<file path="config.mk">
export PLATFORM = sky130hd
export DESIGN_NAME = cmp_rgb_led_flat
export DESIGN_NICKNAME = d
export VERILOG_FILES = /design/src/rtl/cmp_rgb_led_if.sv /design/src/rtl/cmp_rgb_led.sv /design/src/flat_wrapper.sv
export SDC_FILE = /design/constraint.sdc
export NUM_CORES = 1
export LEC_CHECK = 0
export CAP_MARGIN = 20
export CORE_ASPECT_RATIO = 2
export CORE_MARGIN = 1
export CORE_UTILIZATION = 55
export CTS_CLUSTER_DIAMETER = 30
export DETAILED_ROUTE_END_ITERATION = 6
export PLACE_DENSITY = 0.82
export SYNTH_ARGS = -nofsm -noshare
export SYNTH_HDL_FRONTEND = slang
export SYNTH_SLANG_ARGS = --single-unit
</file>
<file path="constraint.sdc">
create_clock -name clk -period 3.25 [get_ports clk]
set_clock_uncertainty 0.05 [all_clocks]
set_input_delay 0.4875 -clock clk [delete_from_list [all_inputs] [get_ports clk]]
set_output_delay 0.4875 -clock clk [all_outputs]
set_load 0.05 [all_outputs]
</file>
<file path="src/rtl/cmp_rgb_led_if.sv">
`default_nettype none
// ============================================================================
//  Module      : cmp_rgb_led_if
//  Description : Operand/result handshake bundle for cmp_rgb_led. The master
//                side (sample logic) drives operand pairs; the slave side
//                (comparator) returns ready and the registered compare result.
//  Revision    : 1.0 - initial release
// ============================================================================
interface cmp_rgb_led_if #(
    parameter int WIDTH = 8
) ();
    logic [WIDTH-1:0] a;
    logic [WIDTH-1:0] b;
    logic             valid_in;
    logic             ready_out;
    logic             gt;
    logic             eq;
    logic             lt;
    logic             result_valid;

    modport master (
        output a, b, valid_in,
        input  ready_out, gt, eq, lt, result_valid
    );

    modport slave (
        input  a, b, valid_in,
        output ready_out, gt, eq, lt, result_valid
    );
endinterface
`default_nettype wire

</file>
<file path="src/rtl/cmp_rgb_led.sv">
`default_nettype none
// ============================================================================
//  Module      : cmp_rgb_led
//  Description : Clocked magnitude comparator feeding an RGB LED. Operand
//                pairs arrive over a valid/ready handshake, the GT/EQ/LT
//                result is registered, debounced over STABLE_CNT identical
//                samples, and the displayed class drives one LED through a
//                shared PWM dimmer.
//  Options     : define CMP_RGB_SIGNED_EN for a two's-complement compare;
//                unsigned compare otherwise.
//  Revision    : 1.0 - initial release
// ============================================================================
module cmp_rgb_led #(
    parameter int WIDTH      = 8,
    parameter int STABLE_CNT = 4,
    parameter int PWM_BITS   = 4
) (
    input  wire logic                clk,
    input  wire logic                rst_n,
    cmp_rgb_led_if.slave             bus,
    input  wire logic [PWM_BITS-1:0] brightness,
    output logic                     red,
    output logic                     green,
    output logic                     blue
);

    // Match counter must be able to hold STABLE_CNT itself.
    localparam int CNT_W = (STABLE_CNT < 2) ? 1 : $clog2(STABLE_CNT + 1);
    localparam logic [CNT_W-1:0] CNT_MAX = CNT_W'(STABLE_CNT);
    localparam logic [CNT_W-1:0] CNT_ONE = CNT_W'(1);

    // Colour class encoding shared by candidate, displayed and sampled class.
    localparam logic [1:0] CLS_NONE = 2'd0;
    localparam logic [1:0] CLS_GT   = 2'd1;
    localparam logic [1:0] CLS_EQ   = 2'd2;
    localparam logic [1:0] CLS_LT   = 2'd3;

    typedef enum logic [1:0] {
        S_IDLE = 2'd0,
        S_CMP  = 2'd1,
        S_UPD  = 2'd2
    } state_t;

    state_t               state;
    logic [WIDTH-1:0]     a_q;
    logic [WIDTH-1:0]     b_q;
    logic [1:0]           cls_q;
    logic [1:0]           cand;
    logic [CNT_W-1:0]     cnt;
    logic [1:0]           disp;
    logic [PWM_BITS-1:0]  pwm_cnt;

    logic [1:0]           cls_new;
    logic [1:0]           cand_next;
    logic [CNT_W-1:0]     cnt_next;
    logic                 pwm_on;

    // Classify the captured operand pair.
    always_comb begin
        cls_new = CLS_EQ;
`ifdef CMP_RGB_SIGNED_EN
        if ($signed(a_q) > $signed(b_q)) begin
            cls_new = CLS_GT;
        end else if ($signed(a_q) < $signed(b_q)) begin
            cls_new = CLS_LT;
        end
`else
        if (a_q > b_q) begin
            cls_new = CLS_GT;
        end else if (a_q < b_q) begin
            cls_new = CLS_LT;
        end
`endif
    end

    // Debounce step: extend the run on a repeat (saturating), else restart it.
    always_comb begin
        cand_next = cls_q;
        cnt_next  = CNT_ONE;
        if (cls_q == cand) begin
            cand_next = cand;
            cnt_next  = (cnt == CNT_MAX) ? cnt : cnt + CNT_ONE;
        end
    end

    // Handshake FSM: capture -> compare/publish -> debounce, then re-arm.
    always_ff @(posedge clk or negedge rst_n) begin
        if (!rst_n) begin
            state            <= S_IDLE;
            bus.ready_out    <= 1'b1;
            bus.gt           <= 1'b0;
            bus.eq           <= 1'b0;
            bus.lt           <= 1'b0;
            bus.result_valid <= 1'b0;
            a_q              <= '0;
            b_q              <= '0;
            cls_q            <= CLS_NONE;
            cand             <= CLS_NONE;
            cnt              <= '0;
            disp             <= CLS_NONE;
        end else begin
            case (state)
                S_IDLE: begin
                    bus.result_valid <= 1'b0;
                    if (bus.valid_in && bus.ready_out) begin
                        a_q           <= bus.a;
                        b_q           <= bus.b;
                        bus.ready_out <= 1'b0;
                        state         <= S_CMP;
                    end
                end
                S_CMP: begin
                    bus.gt           <= (cls_new == CLS_GT);
                    bus.eq           <= (cls_new == CLS_EQ);
                    bus.lt           <= (cls_new == CLS_LT);
                    bus.result_valid <= 1'b1;
                    cls_q            <= cls_new;
                    state            <= S_UPD;
                end
                S_UPD: begin
                    bus.result_valid <= 1'b0;
                    cand             <= cand_next;
                    cnt              <= cnt_next;
                    if (cnt_next == CNT_MAX) begin
                        disp <= cand_next;
                    end
                    bus.ready_out    <= 1'b1;
                    state            <= S_IDLE;
                end
                default: begin
                    bus.result_valid <= 1'b0;
                    bus.ready_out    <= 1'b1;
                    state            <= S_IDLE;
                end
            endcase
        end
    end

    // All-ones brightness bypasses the compare so the LED is solidly lit.
    assign pwm_on = (brightness == '1) || (pwm_cnt < brightness);

    // Free-running PWM counter and registered LED pins (glitch-free outputs).
    always_ff @(posedge clk or negedge rst_n) begin
        if (!rst_n) begin
            pwm_cnt <= '0;
            red     <= 1'b0;
            green   <= 1'b0;
            blue    <= 1'b0;
        end else begin
            pwm_cnt <= pwm_cnt + PWM_BITS'(1);
            red     <= pwm_on && (disp == CLS_GT);
            green   <= pwm_on && (disp == CLS_EQ);
            blue    <= pwm_on && (disp == CLS_LT);
        end
    end

endmodule
`default_nettype wire
</file>
<file path="src/flat_wrapper.sv">
// flat-port wrapper written by rule: the top's interface ports become plain ports
module cmp_rgb_led_flat 
#(
    parameter int WIDTH      = 8,
    parameter int STABLE_CNT = 4,
    parameter int PWM_BITS   = 4
)
  (clk, rst_n, brightness, red, green, blue, bus_a, bus_b, bus_valid_in, bus_ready_out, bus_gt, bus_eq, bus_lt, bus_result_valid);
  cmp_rgb_led_if #(.WIDTH(WIDTH)) bus_i ();
  input  wire logic clk;
  input  wire logic rst_n;
  input  wire logic [PWM_BITS-1:0] brightness;
  output logic red;
  output logic green;
  output logic blue;
  input wire logic [$bits(bus_i.a)-1:0] bus_a;
  input wire logic [$bits(bus_i.b)-1:0] bus_b;
  input wire logic [$bits(bus_i.valid_in)-1:0] bus_valid_in;
  output wire logic [$bits(bus_i.ready_out)-1:0] bus_ready_out;
  output wire logic [$bits(bus_i.gt)-1:0] bus_gt;
  output wire logic [$bits(bus_i.eq)-1:0] bus_eq;
  output wire logic [$bits(bus_i.lt)-1:0] bus_lt;
  output wire logic [$bits(bus_i.result_valid)-1:0] bus_result_valid;
  assign bus_i.a = bus_a;
  assign bus_i.b = bus_b;
  assign bus_i.valid_in = bus_valid_in;
  assign bus_ready_out = bus_i.ready_out;
  assign bus_gt = bus_i.gt;
  assign bus_eq = bus_i.eq;
  assign bus_lt = bus_i.lt;
  assign bus_result_valid = bus_i.result_valid;
  cmp_rgb_led #(.WIDTH(WIDTH), .STABLE_CNT(STABLE_CNT), .PWM_BITS(PWM_BITS)) u_core (.clk(clk), .rst_n(rst_n), .bus(bus_i), .brightness(brightness), .red(red), .green(green), .blue(blue));
endmodule
</file>
==> results of run 1 <==
layout make-up:
type                            count  area (µm²)  area share [%]
Clock inverter                      1       8.758          0.3823
Inverter                           17       63.81           2.785
Timing Repair Buffer               31       302.8           13.22
Tap cell                           31       38.79           1.693
Sequential cell                    39       977.2           42.65
Clock buffer                        7       86.33           3.768
Multi-Input combinational cell    114       813.3           35.50
synth_stat cells, types with 3 or more instances:
cell type,number
a21oi_1,8
dfrtp_1,38
ha_1,14
inv_1,16
mux2_1,4
mux2_2,6
nand2_1,22
nand2b_1,3
nand3_1,3
nand3b_1,3
nand4_1,3
nor2_1,6
o21ai_0,11
xor2_1,3
power groups by stage:
stage	registers [W]	clock network, W	logic [W]
5_1_grt	0.000806	0.000368	0.000907
6_report	0.000785	0.000338	0.000810
3_5_place_dp	0.000797	0	0.000815
2_1_floorplan	0.000874	0	0.000489
3_3_place_gp	0.000783	0	0.000768
4_1_cts	0.000787	0.000346	0.000819
sequential cells by signal, indices dropped and copies added, names as in the netlist, 2 cells and up:
signal and cells:
u_core.cnt 3, u_core.pwm_cnt 4, u_core.disp 2, u_core.state 2, u_core.b_q 8, u_core.cls_q 2, u_core.cand 2, u_core.a_q 8
metrics by stage:
| stage | hold slack (ps) | worst slack (ps) | area [µm²] | cells | utilization (%) |
|---|---|---|---|---|---|
| 2_1_floorplan | 141.9 | 1438 | 1868 | 173 | - |
| 3_3_place_gp | 408.3 | 1069 | 2196 | 232 | 68.77 |
| 3_5_place_dp | 420.8 | 1008 | 2196 | 232 | 68.77 |
| 4_1_cts | 266.3 | 1065 | 2291 | 240 | 71.75 |
| 5_1_grt | 310.5 | 1049 | 2291 | 240 | 71.75 |
| 6_report | 241.7 | 1080 | 2291 | 240 | 71.75 |
cells by family (layout without fill, tap and decap cells):
kind of cell    after synthesis  after routing  share of synthesized area, %
compound gates               35             35                         11.65
flops                        39             39                         52.31
buf+inv                      20             56                         4.152
mux                          10             10                         6.028
xor+xnor                      4              4                         1.876
simple gates                 51             51                         14.60
fa+ha+maj                    14             14                         9.377
cell usage in the layout (no fill, tap or decap), types with 2 or more instances in the layout:
master,synthesis,layout
dfrtp_1,38,38
clkdlybuf4s50_1,0,29
nand2_1,22,22
inv_1,16,16
ha_1,14,14
o21ai_0,11,11
a21oi_1,8,8
nor2_1,6,6
mux2_2,6,6
clkbuf_8,0,6
mux2_1,4,4
nand2b_1,3,3
xor2_1,3,3
nand4_1,3,3
nand3_1,3,3
nand3b_1,3,3
a21o_1,2,2
a31oi_1,2,2
nor3_1,2,2
o211ai_1,2,2
nor2b_1,2,2
nor3_4,2,2
o21ai_1,2,2
layer usage:
| layer | part of all wire (%) | wire length (µm) | vias up | global-route usage, % |
|---|---|---|---|---|
| met1 | 36 | 1234 | 676 | 23.11 |
| met2 | 59 | 2006 | 29 | 41.11 |
| met3 | 2.6 | 90 | 7 | 4.516 |
| met5 | 0 | 0 | - | 0 |
| met4 | 2.4 | 81 | 0 | 11.57 |
| li1 | - | - | 668 | - |
worst max path at each step:
| stage | startpoint | to | slack, ps | cells after the start |
|---|---|---|---|---|
| 2_1_floorplan | u_core.bus.ready_out$_DFFE_PN1P_ | u_core.a_q[6]$_DFFE_PN0P_ | 1440 | 4 |
| 6_report | u_core.bus.ready_out$_DFFE_PN1P_ | bus_ready_out | 1080 | 1 |
| 3_5_place_dp | bus_valid_in | u_core.a_q[5]$_DFFE_PN0P_ | 1010 | 4 |
| 3_3_place_gp | bus_valid_in | u_core.a_q[1]$_DFFE_PN0P_ | 1070 | 4 |
| 4_1_cts | u_core.bus.ready_out$_DFFE_PN1P_ | bus_ready_out | 1070 | 1 |
| 5_1_grt | u_core.bus.ready_out$_DFFE_PN1P_ | bus_ready_out | 1050 | 1 |
==> results.ini, run 1 <==
[status]
outcome = completed

[drt]
postRouteAntennaNets = 0
vias = 1380
routedWlPerCell_um = 14.22
drc = 0
drt_pre_antenna_iters = 7
drt_iter0_drc = 15
finalWirelength_um = 3413
viasPerCell = 5.750

[worst_setup_path]
crit_path_end_kind = output port
crit_family = buffers and inverters
crit_path_top_delay_cell = clkdlybuf4s50_1
start_kind = flop
critical_path_arrival_ps = 1630
path_class = reg -> out
slowest_delay_ps = 800
worst_r2r_path_depth = 6
reg2reg_to = u_core.disp[0]$_DFFE_PN0P_
worstPathMaxFanout = 3
cp_cell_sequence = clkdlybuf4s50_1
worstPathRequired_ps = 2710
r2r-start = u_core.cnt[0]$_DFFE_PN0P_
rrSetupSlack_ps = 1350
path_buf_inv = 1

[hold_path]
min_path_type = in -> async

[floorplanning]
die_height_um = 84.42
die_w_um = 43.21
dieArea_um2 = 3648
num_io_pins = 31
rows = 29
start_util_pct = 58.50
coreArea_um2 = 3193

[synth]
synth_edf_count = 0
synth_nets = 210
synth.area.top_cells = dfrtp_1 (51%), ha_1 (9.4%), nand2_1 (4.4%)
ys_seq_elements = 39
synth.largest_area_cell = dfrtp_1
async_flop_share_pct = 100.0
ys_types = 39
yosys.area.top_type_share_pct = 50.90
synth_cells = 173
ys_warn_count = 0
yosysSeqAreaShare_pct = 52.31
ys.flop_type = dfrtp_1
syn_area_um2 = 1868
syn_area_per_cell_um2 = 10.80

[timing]
period_minus_slack_ps = 2170
report.final.slew_viol_count = 0
final_hold_viol_count = 0
fin_setup_tns_ps = 0
setup_viol = 0
grt_setup_unrepaired = no
max-slew-margin-rel_pct = 44.88
worst_pin_slew_ps = 826.9
fin_crit_sh_pct = 66.76
max_clock_freq_ghz = 0.4609

[pwr]
p_switching_w = 0.0007491
internal_power_w = 0.001184
p_comb_share_pct = 41.9
p_per_area_nw_per_um2 = 843.7
ir_drop_v = 0.0005364
total_power_w = 0.001933
switching_share_pct = 38.76
clkPwrFrac_pct = 17.5
cellLeakagePower_nw = 1.084
seq_power_share_pct = 40.6

[flow_run]
maxCapViolCount = 0

[cts]
htreeDepth = 2
postCtsSetupBuffers = 0
cts_root_buf = clkbuf_8
clock-sinks = 39
cts_tree = yes
clockBufferDepth = 2
insertion_delay_ps = 290
cts-resized-gates = 0
cts_made_buffers = 5
ctsHoldBuffers = 0
clkTransAtPathRegs_ps = 70

[global_routing]
grt_antenna_before_repair = 0
track_usage_pct = 22.65
grt_max_degree = 40
grt_pass1_vias = 1493
overflow = 0
grt_pass1_wl_um = 6272

[cells_and_area]
nets = 245
fillerInstances = 234
drive_above_1_share_pct = 10.53
antennaDiodeCount = 0
syn_to_final_growth_pct = 22.64

[place]
post-dp-hpwl_um = 2710
io_buffers = 30
place_congestion = 0.7593

(Power assumes the default switching activity.)
==> run 2, diff against run 1 <==
--- a/config.mk
+++ b/config.mk
@@ -8,10 +8,10 @@
 export CAP_MARGIN = 20
 export CORE_ASPECT_RATIO = 2
 export CORE_MARGIN = 1
-export CORE_UTILIZATION = 55
+export CORE_UTILIZATION = 52
 export CTS_CLUSTER_DIAMETER = 30
 export DETAILED_ROUTE_END_ITERATION = 6
-export PLACE_DENSITY = 0.82
+export PLACE_DENSITY = 0.78
 export SYNTH_ARGS = -nofsm -noshare
 export SYNTH_HDL_FRONTEND = slang
 export SYNTH_SLANG_ARGS = --single-unit
==> constraint.sdc (replaced) <==
create_clock -name clk -period 2 [get_ports clk]
set_clock_uncertainty 0.05 [all_clocks]
set_input_delay 0.3 -clock clk [delete_from_list [all_inputs] [get_ports clk]]
set_output_delay 0.3 -clock clk [all_outputs]
set_load 0.05 [all_outputs]
==> results.ini, run 2 (synthesis gave the netlist of run 1 again) <==
[worst_setup_path]
crit_path_end_kind = flop
worstPathRequired_ps = 2130  ; -580 ps
critical_path_arrival_ps = 2020  ; +390 ps
crit_family = simple AND/OR/NAND/NOR gates
start_kind = flop
path_buf_inv = 1  ; unchanged
path_class = reg -> reg
crit_path_top_delay_cell = dfrtp_1
worstPathMaxFanout = 5  ; +2
cp_cell_sequence = inv_1 > ha_1 > or3b_1 > a31oi_1 > nand3b_1 > mux2_1
slowest_delay_ps = 400  ; -400 ps

[drt]
postRouteAntennaNets = 0  ; unchanged
vias = 1355  ; -1.8%
viasPerCell = 5.252  ; -8.7%
drt_pre_antenna_iters = 4  ; -3
finalWirelength_um = 3446  ; +0.97%
drc = 0  ; unchanged
drt_iter0_drc = 32  ; +17
routedWlPerCell_um = 13.36  ; -6.1%

[global_routing]
grt_antenna_before_repair = 0  ; unchanged
track_usage_pct = 22.12  ; -0.53 points
grt_max_degree = 40  ; unchanged
grt_pass1_wl_um = 6230  ; -0.67%
overflow = 0  ; unchanged
grt_pass1_vias = 1461  ; -2.1%

[timing]
report.final.slew_viol_count = 0  ; unchanged
fin_ws_ps = 110.8  ; -969.6 ps
final_hold_viol_count = 0  ; unchanged
max-slew-margin-rel_pct = 44.67  ; -0.21 points
max_clock_freq_ghz = 0.5293
grt_setup_unrepaired = no
period_minus_slack_ps = 1889
fin_crit_sh_pct = 94.46
worst_pin_slew_ps = 830.0  ; +3.158 ps
setup_viol = 0  ; unchanged
fin_setup_tns_ps = 0  ; unchanged

[place]
pre_cts_slack_ps = 112.6  ; -895.4 ps
place_congestion = 0.7261  ; -4.4%
io_buffers = 30  ; unchanged
dpl_cell_area_um2 = 2227  ; +1.4%
post-dp-hpwl_um = 2504  ; -7.6%

[flow_run]
maxCapViolCount = 0  ; unchanged

[cts]
cts-resized-gates = 0  ; unchanged
clkTransAtPathRegs_ps = 80  ; about the same
cts_root_buf = clkbuf_8
clock-sinks = 39  ; unchanged
cts_tree = yes
insertion_delay_ps = 290  ; about the same
ctsHoldBuffers = 0  ; unchanged
clockBufferDepth = 2  ; unchanged
postCtsSetupBuffers = 0  ; unchanged
htreeDepth = 2  ; unchanged
cts_made_buffers = 5  ; unchanged

[cells_and_area]
multi_input_area_um2 = 813.3  ; unchanged
layout_commonest_cell = dfrtp_1
top_regs = u_core.a_q (8), u_core.b_q (8), u_core.pwm_cnt (4)
seq_area_um2 = 977.2  ; unchanged
final_cell_mix = dfrtp_1 (38), clkdlybuf4s50_1 (28), nand2_1 (22)
nets = 246  ; +0.41%
drive_above_1_share_pct = 11.90  ; +1.4 points
antennaDiodeCount = 0  ; unchanged
syn_to_final_growth_pct = 25.92
fillerInstances = 279  ; +19%
design_area_um2 = 2352  ; +2.7%

[floorplanning]
dieArea_um2 = 3850  ; +5.6%
num_io_pins = 31  ; unchanged
rows = 30  ; +3.4%
start_util_pct = 54.69  ; -3.8 points
die_height_um = 86.76  ; +2.8%
die_w_um = 44.38  ; +2.7%
coreArea_um2 = 3416  ; +7.0%

[pwr]
p_per_area_nw_per_um2 = 1407  ; +67%
ir_drop_v = 0.0009401  ; +75%
total_power_w = 0.003309  ; +71%
cellLeakagePower_nw = 1.106  ; +2.0%

[hold_path]
min_path_type = in -> async

[status]
outcome = completed

## run 2: through the flow
stage	instances	hold WS, ps	utilization (%)
after CTS	257	82.46	68.64
final	258	51.31	68.86
after detailed placement	249	394.6	65.20
after floorplan	173	-45.59	-
after global routing	258	124.0	68.86
after global placement	249	397.2	65.20
## run 2: final timing paths
| kind | from | end | slack [ps] | depth (start not counted) |
|---|---|---|---|---|
| hold / removal | rst_n | u_core.pwm_cnt[3]$_DFF_PN0_ | 50 | 1 |
| max in group asynchronous | rst_n | u_core.state[1]$_DFFE_PN0N_ | 1330 | 1 |
| min in group clk | u_core.pwm_cnt[3]$_DFF_PN0_ | u_core.pwm_cnt[3]$_DFF_PN0_ | 420 | 1 |
| setup reg to reg | u_core.cnt[0]$_DFFE_PN0P_ | u_core.disp[1]$_DFFE_PN0P_ | 110 | 6 |
| hold reg to reg | u_core.pwm_cnt[3]$_DFF_PN0_ | u_core.pwm_cnt[3]$_DFF_PN0_ | 420 | 1 |
| setup / recovery | u_core.cnt[0]$_DFFE_PN0P_ | u_core.disp[1]$_DFFE_PN0P_ | 110 | 6 |
## run 2: metal layers
| metal | up-vias | part of all wire [%] | track usage [%] |
|---|---|---|---|
| met5 | - | 0 | 0 |
| met4 | 0 | 3.2 | 12.12 |
| met3 | 12 | 2.6 | 3.333 |
| met2 | 32 | 58 | 40.37 |
| met1 | 645 | 36 | 22.72 |
| li1 | 666 | - | - |
## run 2: layout make-up
type                       instances  area share [%]
inverter                          17           2.713
clock buffer                       6           3.511
multi-input combinational        114           34.57
timing repair buffer              32           13.62
clock inverter                     2           1.489
sequential                        39           41.54
tap                               48           2.553
## run 2: where the power goes
part	internal, W	switching (W)	leakage [nW]
Combinational	0.000576	0.000785	0.560
Sequential	0.00109	0.000182	0.485
Clock	0.000404	0.000273	0.0612
## run 2: worst reg2reg max path, delay by kind of cell, from the launching register on
kind	cells	cell delay, ps
DFF	1	400
adders and majority gates	1	250
and+or+nand+nor	2	490
buffers and inverters	1	90
muxes	1	320
AOI/OAI and AO/OA	1	170
==> run 3, diff against run 2 <==
--- a/config.mk
+++ b/config.mk
@@ -5,7 +5,6 @@
 export SDC_FILE = /design/constraint.sdc
 export NUM_CORES = 1
 export LEC_CHECK = 0
-export CAP_MARGIN = 20
 export CORE_ASPECT_RATIO = 2
 export CORE_MARGIN = 1
 export CORE_UTILIZATION = 52
==> results of run 3 <==
No change in the layout: final DEF, timing and power equal those of run 2.
